==> config.mk <==
export PLATFORM = sky130hd
export DESIGN_NAME = axi_rd_arbiter
export DESIGN_NICKNAME = d
export VERILOG_FILES = /design/src/rtl/axi_rd_arbiter.sv
export SDC_FILE = /design/constraint.sdc
export NUM_CORES = 1
export LEC_CHECK = 0
export CAP_MARGIN = 20
export CORE_AREA = 2 2 566 568
export DETAILED_ROUTE_END_ITERATION = 10
export DIE_AREA = 0 0 568 570
export PLACE_DENSITY = 0.3
export SYNTH_ARGS = -nofsm -noshare
export SYNTH_HDL_FRONTEND = slang
export SYNTH_SLANG_ARGS = --single-unit
==> constraint.sdc <==
create_clock -name clk -period 2 [get_ports clk]
set_input_delay 0.5 -clock clk [delete_from_list [all_inputs] [get_ports clk]]
set_output_delay 0.5 -clock clk [all_outputs]
set_load 0.02 [all_outputs]
==> src/rtl/axi_rd_arbiter.sv <==
// Round-robin arbiter sharing one AXI read port between N requesters, one burst at a time.
// R beats are routed combinationally to the granted requester; protocol violations set a sticky err.
module axi_rd_arbiter #(
  parameter int unsigned N = 4
) (
  input  logic              clk,
  input  logic              rst,
  input  logic [N-1:0]      req_arvalid,
  input  logic [64*N-1:0]   req_araddr,
  input  logic [8*N-1:0]    req_arlen,
  output logic [N-1:0]      req_arready,
  output logic [511:0]      req_rdata,
  output logic [1:0]        req_rresp,
  output logic              req_rlast,
  output logic [N-1:0]      req_rvalid,
  input  logic [N-1:0]      req_rready,
  output logic [15:0]       arid_m,
  output logic [63:0]       araddr_m,
  output logic [7:0]        arlen_m,
  output logic [2:0]        arsize_m,
  output logic              arvalid_m,
  input  logic              arready_m,
  input  logic [15:0]       rid_m,
  input  logic [511:0]      rdata_m,
  input  logic [1:0]        rresp_m,
  input  logic              rlast_m,
  input  logic              rvalid_m,
  output logic              rready_m,
  output logic              err,
  output logic              busy
);

  localparam int unsigned AW = 64;
  localparam int unsigned LW = 8;
  localparam int unsigned IW = 16;
  localparam int unsigned GW = 4;
  localparam int unsigned CW = 9;

  typedef enum logic [1:0] {IDLE, ADDR, DATA} state_t;

  state_t          state_q, state_d;
  logic [GW-1:0]   grant_q, last_grant_q, gnt_idx;
  logic            gnt_found;
  logic [AW-1:0]   addr_q, gnt_addr;
  logic [LW-1:0]   len_q, gnt_len;
  logic [CW-1:0]   cnt_q;
  logic            err_q;
  logic            sel_rready;
  logic            req_hs, beat_hs, beat_err;
  logic            unused_rid_hi;

  assign unused_rid_hi = |rid_m[IW-1:GW];

  // Round-robin search: first valid requester starting at last_grant+1 modulo N
  always_comb begin
    gnt_found = 1'b0;
    gnt_idx   = '0;
    for (int unsigned i = 1; i <= N; i++) begin
      for (int unsigned k = 0; k < N; k++) begin
        if (!gnt_found && req_arvalid[k] && ((32'(last_grant_q) + i) % N == k)) begin
          gnt_found = 1'b1;
          gnt_idx   = GW'(k);
        end
      end
    end
  end

  always_comb begin
    gnt_addr   = '0;
    gnt_len    = '0;
    sel_rready = 1'b0;
    for (int unsigned k = 0; k < N; k++) begin
      if (GW'(k) == gnt_idx) begin
        gnt_addr = req_araddr[AW*k +: AW];
        gnt_len  = req_arlen[LW*k +: LW];
      end
      if (GW'(k) == grant_q) sel_rready = req_rready[k];
    end
  end

  assign req_hs  = (state_q == IDLE) && gnt_found;
  assign beat_hs = (state_q == DATA) && rvalid_m && sel_rready;

  // Length check is exact over 256 beats because cnt is one bit wider than len
  assign beat_err = (rid_m[GW-1:0] != grant_q) || (rresp_m != 2'd0) ||
                    ( rlast_m && (cnt_q != CW'(len_q))) ||
                    (!rlast_m && (cnt_q == CW'(len_q)));

  always_ff @(posedge clk or negedge rst) begin
    if (!rst) state_q <= IDLE;
    else      state_q <= state_d;
  end

  always_comb begin
    state_d     = state_q;
    req_arready = '0;
    req_rvalid  = '0;
    arvalid_m   = 1'b0;
    rready_m    = 1'b0;
    case (state_q)
      IDLE: begin
        for (int unsigned k = 0; k < N; k++)
          req_arready[k] = gnt_found && (GW'(k) == gnt_idx);
        if (gnt_found) state_d = ADDR;
      end
      ADDR: begin
        arvalid_m = 1'b1;
        if (arready_m) state_d = DATA;
      end
      DATA: begin
        rready_m = sel_rready;
        for (int unsigned k = 0; k < N; k++)
          req_rvalid[k] = rvalid_m && (GW'(k) == grant_q);
        if (beat_hs && rlast_m) state_d = IDLE;
      end
      default: state_d = IDLE;
    endcase
  end

  always_ff @(posedge clk or negedge rst) begin
    if (!rst) begin
      grant_q      <= '0;
      last_grant_q <= GW'(N - 1);
      addr_q       <= '0;
      len_q        <= '0;
      cnt_q        <= '0;
      err_q        <= 1'b0;
    end else begin
      if (req_hs) begin
        grant_q <= gnt_idx;
        addr_q  <= gnt_addr;
        len_q   <= gnt_len;
        cnt_q   <= '0;
      end
      if (beat_hs) begin
        cnt_q <= cnt_q + CW'(1);
        if (beat_err) err_q <= 1'b1;
        if (rlast_m)  last_grant_q <= grant_q;
      end
    end
  end

  assign arid_m    = IW'(grant_q);
  assign araddr_m  = addr_q;
  assign arlen_m   = len_q;
  assign arsize_m  = 3'd6;
  assign req_rdata = rdata_m;
  assign req_rresp = rresp_m;
  assign req_rlast = rlast_m;
  assign err       = err_q;
  assign busy      = (state_q != IDLE);

endmodule

* Word-level counts from Yosys, hierarchy flattened
Cells that the tools add are included.
** Storage, ports and cells
- Word-level logic and storage cells :: 168
- Register bits :: 90
- Input bits :: 831
- Output and inout port bits :: 618
** Operators by class
- Eq/ne operators :: 26
- Reduce and logical (&&, ||, !) cells :: 77
- Muxes and demuxes :: 53
- Add/sub/neg operators :: 5
** Operators by type and width (number)
- 64-bit two-way mux :: 4
- 32-bit logical NOT :: 4
- 4-bit two-way mux :: 15
- 1-bit logical AND :: 45
- 8-bit two-way mux :: 4
- 1-bit two-way mux :: 23
- 2-bit equality test, second input constant :: 9
- 9-bit two-way mux :: 2
- 2-bit by 4-bit equality test with 1-bit output, first input constant :: 4
- 1-bit logical NOT :: 16
- 2-bit by 1-bit equality test with 1-bit output, second input constant :: 5
- 9-bit by 1-bit adder with 9-bit output, second input constant :: 1
- 9-bit by 8-bit equality test with 1-bit output :: 1
- 9-bit by 8-bit != test with 1-bit output :: 1
- 1-bit by 4-bit equality test with 1-bit output, first input constant :: 2
- 4-bit logical NOT :: 2
- 2-bit two-way mux :: 4
- 2-bit one-hot mux with 3 select lines :: 1
- 2-bit nonzero test :: 3
- 2-bit by 1-bit adder with 2-bit output, second input constant :: 2
- 2-bit adder, second input constant :: 2
- 2-bit != test, second input constant :: 2
- 4-bit != test :: 1
- 2-bit AND reduction :: 2
- 4 further kinds :: 6

* Logic depth before layout (Yosys ltp)
- Depth after elaboration :: 69
- Mapped depth :: 8
- Depth with buffers taken out :: 6

* Worst setup path before layout
OpenSTA, ideal clock, no wires.
- Path kind :: flip-flop to output port
- Start :: reg state_q[1]
- End :: out req_arready[0]
- Arrival :: 2101 ps
- Buffers on the path :: 1
- Setup slack :: -601 ps
- Cell stages (with the launch flop) :: 6
- Data required time :: 1500 ps
- Cells stage by stage :: dfrtp_1 or2_2 a21oi_2 clkbuf_1 nand2_1 nor4_1
** Between the ends
- Cells in the longest elaborated chain, start to end :: 2
** Ends and longest elaborated chain
- start, declared :: RTL line 41 : state_t state_q, state_d;
- start signal, assigned :: RTL line 91 : else state_q <= state_d;
- 2-bit logical NOT :: RTL line 100 : case (state_q)
- 4-bit two-way mux :: RTL line 100
- end, declared :: RTL line 11 : output logic [N-1:0] req_arready,
No other way between the ends.

* Worst setup path in the final report
- Start :: reg last_grant_q[0]
- End :: out req_arready[0]
** Between the ends
- Cells in the longest elaborated chain, start to end :: 67
- Elaborated cells on any way between the ends :: 100
- Those cells by class :: 4 x add/sub; 12 x eq/ne; 32 x mux; 52 x reduce/logical
** Ends and longest elaborated chain
- start, declared :: RTL line 42 : logic [GW-1:0] grant_q, last_grant_q, gnt_idx;
- start signal, assigned :: RTL line 123 : last_grant_q <= GW'(N - 1);
- start signal, assigned :: RTL line 138 : if (rlast_m) last_grant_q <= grant_q;
- 2-bit by 1-bit adder with 2-bit output :: RTL line 60 : if (!gnt_found && req_arvalid[k] && ((32'(last_grant_q) + i) % N == k)) begin
- 32-bit logical NOT :: RTL line 60
- 1-bit logical AND :: RTL line 60
- 1-bit two-way mux :: RTL line 60
- 1-bit logical NOT :: RTL line 60
- 1-bit logical AND (2 in series) :: RTL line 60
- 1-bit two-way mux :: RTL line 60
- 1-bit logical NOT :: RTL line 60
- (+48 left out)
- 1-bit logical AND (2 in series) :: RTL line 60
- 1-bit two-way mux :: RTL line 60
- 1-bit logical NOT :: RTL line 60
- 1-bit logical AND (2 in series) :: RTL line 60
- 4-bit two-way mux :: RTL line 60
- 4-bit logical NOT :: RTL line 103 : req_arready[k] = gnt_found && (GW'(k) == gnt_idx);
- 1-bit logical AND (*) :: RTL line 103
- 4-bit two-way mux (*) :: RTL line 100
Every way passes the cells marked *; elsewhere a longest branch is shown, timed or not.

==> results.txt <==
The number of library cell types mapped by synthesis came out at 57. The minimum clock period after layout came out at between 2000 and 3000 ps. Measured along the y axis, the die boundary spans around 570 µm. The wire length per cell after detailed routing is 36.1 µm. The final-stage net count came out at 2035.

The startpoint of the worst-slack reg-to-reg timing path is last_grant_q[0]. The pin count of the biggest net entering global routing came out at 36. At the worst endpoint, the required time is 1500 ps. Clock latency on the worst-skew pair, taken at its later pin, is 440 ps. The setup slack of the critical path after layout came out at -673 ps. The count of synthesis-stage warnings from yosys came out at 0.

The per-instance average area after synthesis came out at 8.25 µm². The share of synthesized registers carrying an async set or reset came out at 1.00. Power spread over the standard cell area amounts to 1070 nW/µm².

During I/O placement, the number of pins put on the boundary was 1449. In this run the most used layer during global routing was met3. The number of endpoints with negative hold slack in the final report is 0. The vias after detailed routing came out at 9940. Once detail routing completed, the nets flagged for antenna violations numbered 0. The critical hold path startpoint is araddr_m[4]. The instance count after placement with tap cells included is 5318.

Across the VDD grid, the largest voltage drop is 0.366 mV. The number of buffers inserted by port buffering is 395. The type of the most critical hold path is reg -> reg.

The count of max-cap constraint violations came out at 0. The part of the Yosys area used for sequential elements came out at 0.223. The reg2reg setup slack came out at -510 ps.

The longest clock path from root to sink contains 2 buffers. The total CTS buffers came out at 9. The met1 track demand over resource came out at 0.0636.

The final reports fail on negative setup slack. The critical path is of the reg -> out type. The end-of-flow core utilization is 0.0587. Setup repair after global routing could not meet its margin everywhere. The synthesis-to-layout area growth came out at 88.6%. Clock skew on the completed layout was measured at slightly below 20 ps. The flow ran to the end, but the final reports show violations. The end of the critical path is req_arready[0]. The commonest cells after synthesis are 543 x sky130_fd_sc_hd__buf_4, 86 x sky130_fd_sc_hd__dfrtp_1, 68 x sky130_fd_sc_hd__nor2_1, 56 x sky130_fd_sc_hd__a21oi_1, 52 x sky130_fd_sc_hd__o22ai_1. The share of the cycle needed by the critical path after routing came out at 1.34.

For this block, the initial DRC count from the detailed router was 594. The kind of start point of the critical path is a flip-flop. The number of non-filler instances in the completed layout came out at 5416. In this run, synthesis inferred 0 flip-flops with an integrated enable.

Sorting the synthesized cells by area gives the leading types as sky130_fd_sc_hd__buf_4 41%, sky130_fd_sc_hd__dfrtp_1 22%, sky130_fd_sc_hd__o221ai_1 4.5%, sky130_fd_sc_hd__a221oi_1 4.1%, sky130_fd_sc_hd__o22ai_1 3.3%. Measured along the x axis, the die boundary spans 568 µm. The detailed-route vias per instance is 1.84. The static power due to leakage came out at between 5 and 6 nW. The first-pass iteration count of the detailed router is 5. The share of layout cells above drive strength 1 came out at 0.329.

The starting density of the core came out at 0.0311. The synthesized netlist occupies a cell area of 9880 µm². After clock tree synthesis, the clock-pin slew on the worst setup and hold paths is 80 ps. After legalization and detailed placement, the total HPWL measured 178 mm. Of the post-synthesis cell area, the dominant cell type holds 0.413. In the post-synthesis netlist, the cell with the most instances is sky130_fd_sc_hd__buf_4. The synthesized instance count is ~1.2k. The number of max-slew violations in the final report is 0. The largest area contributor in the netlist is sky130_fd_sc_hd__buf_4. The area fraction in and, or, nand and nor cells after synthesis is 0.0822. The number of antenna violations at the first check in global routing was 131. The depth of the worst register-to-register path is 7. In the global route stage, met2 resource usage came out at 0.172. The clock drives 88 sinks. The number of global-route vias before repair is about 9.9k.

The DRC violations left is 0. The first global-routing pass estimated between 200 and 250 mm of wire. The dominant synthesized flop cell is sky130_fd_sc_hd__dfrtp_1. Setup violations remaining at the end of the flow were counted as 82. The area fraction in compound gates after synthesis came out at 0.233. The arrival time at the worst endpoint is 2170 ps. The total core area is between 300000 and 400000 µm².

The total global routing overflow is 0. The final RePlAce weighted congestion is slightly below 0.8. The pre-CTS setup slack came out at -992 ps.

Row generation in the floorplan step produced 207 rows. Of all nets on the critical path, the largest fanout is 4. TritonCTS built the clock tree. Clock tree synthesis selected as its root buffer the cell sky130_fd_sc_hd__clkbuf_16. The maximum operating frequency came out at 374 MHz.

The critical register-to-register path endpoint is araddr_m[30]. The synthesized design contains 88 register bits. The adder and majority cell fraction of the synthesized area is 0.00127. The worst setup path is captured at a primary output.

Measured against the total synthesized area, the mux share comes to 0.00342. The most critical setup path has its startpoint at last_grant_q[0]. The dominant combinational cell family by area after synthesis is buffers and inverters. The H-tree generated during clock tree synthesis spans 3 levels. The final-layout worst hold slack is slightly below 500 ps. The floorplan step defined a die boundary enclosing 324000 µm². The wire length after detailed routing is 195 mm.

In the global route stage, met3 resource usage came out at 0.182. Of the total synthesized cell area, the portion taken by XOR and XNOR cells is 0.0106. The total global routing track utilization came out at 0.116.
[layout by cell type, fill, tap and decap left out, types with 17 or more instances in the layout]
master	n
sky130_fd_sc_hd__o221ai_1	38
sky130_fd_sc_hd__o22ai_1	40
sky130_fd_sc_hd__buf_6	27
sky130_fd_sc_hd__conb_1	17
sky130_fd_sc_hd__dlygate4sd2_1	65
sky130_fd_sc_hd__buf_12	48
sky130_fd_sc_hd__clkdlybuf4s50_1	307
sky130_fd_sc_hd__dfrtp_1	85
sky130_fd_sc_hd__buf_4	116
sky130_fd_sc_hd__a21oi_2	18
sky130_fd_sc_hd__a21oi_4	31
sky130_fd_sc_hd__nand2_1	47
sky130_fd_sc_hd__a221oi_2	36
sky130_fd_sc_hd__o21ai_0	18
sky130_fd_sc_hd__nor2_1	62
sky130_fd_sc_hd__diode_2	28
[logic make-up (layout without fill, tap and decap cells)]
family,Yosys count,count (layout)
and+or+nand+nor,177,177
muxes,2,2
AOI/OAI and AO/OA,302,302
xor gates and xnor gates,12,12
buffers and inverters,613,609
other,2,45
adders and majority gates,1,1
DFF,88,88
[metrics by stage]
step | setup TNS [ps] | area (µm²) | power [mW]
after floorplan | 0 | 10000 | 9.96
after global placement | -61030 | 16300 | 15.6
after detailed placement | -62110 | 16300 | 15.6
after CTS | -41280 | 17800 | 19.7
after global routing | -39250 | 18600 | 21.4
final | -31200 | 18600 | 20.0
[repair_timing]
action	CTS	global route
buffers inserted	42	20
gates resized for setup	267	125
setup endpoints to repair	148	94
pin swaps	110	37
hold buffers	1	0
hold endpoints to repair	29	0
gates cloned	7	3
[layer usage]
layer | wire length [µm] | up-vias | part of all wire
li1 | - | 3744 | -
met1 | 38000 | 4367 | 0.19
met2 | 82400 | 1221 | 0.42
met3 | 64300 | 492 | 0.33
met4 | 9630 | 116 | 0.049
met5 | 902 | - | 0.0046
[report_power, final]
group          switching [mW]  internal, mW
registers               0.819          2.58
logic                    7.84          6.75
clock network            1.16         0.893
total                    9.81          10.2
[worst min-delay path by stage]
stage	slack, ps	depth (start not counted)	end
2_1_floorplan	200	0	araddr_m[0]
3_3_place_gp	470	1	grant_q[0]
6_report	500	1	araddr_m[4]
5_1_grt	520	1	araddr_m[47]
3_5_place_dp	480	1	grant_q[0]
4_1_cts	500	1	araddr_m[14]
[registers in the layout, summed over array words and instances, names as in the netlist]
signal and cells:
err 1, araddr_m 64, grant_q 2, arlen_m 8
last_grant_q 2, state_q 2, cnt_q 9
[critical path, stage by stage, from the launching register on]
cell                      delay, ps
sky130_fd_sc_hd__dfstp_2        640
sky130_fd_sc_hd__and2b_4        240
sky130_fd_sc_hd__o21a_4         210
sky130_fd_sc_hd__nor4_4         340
sky130_fd_sc_hd__buf_4          180
sky130_fd_sc_hd__buf_12         120
[layout make-up]
class                      count  area [µm²]
inverter                       9        33.8
clock buffer                  11         243
clock inverter                 5        38.8
timing repair buffer         584        6220
tap                         4180        5230
sequential                    88        2210
fill                       37200      299000
multi-input combinational    511        4600
antenna                       28        70.1
Power figures use the tool's default switching activity.
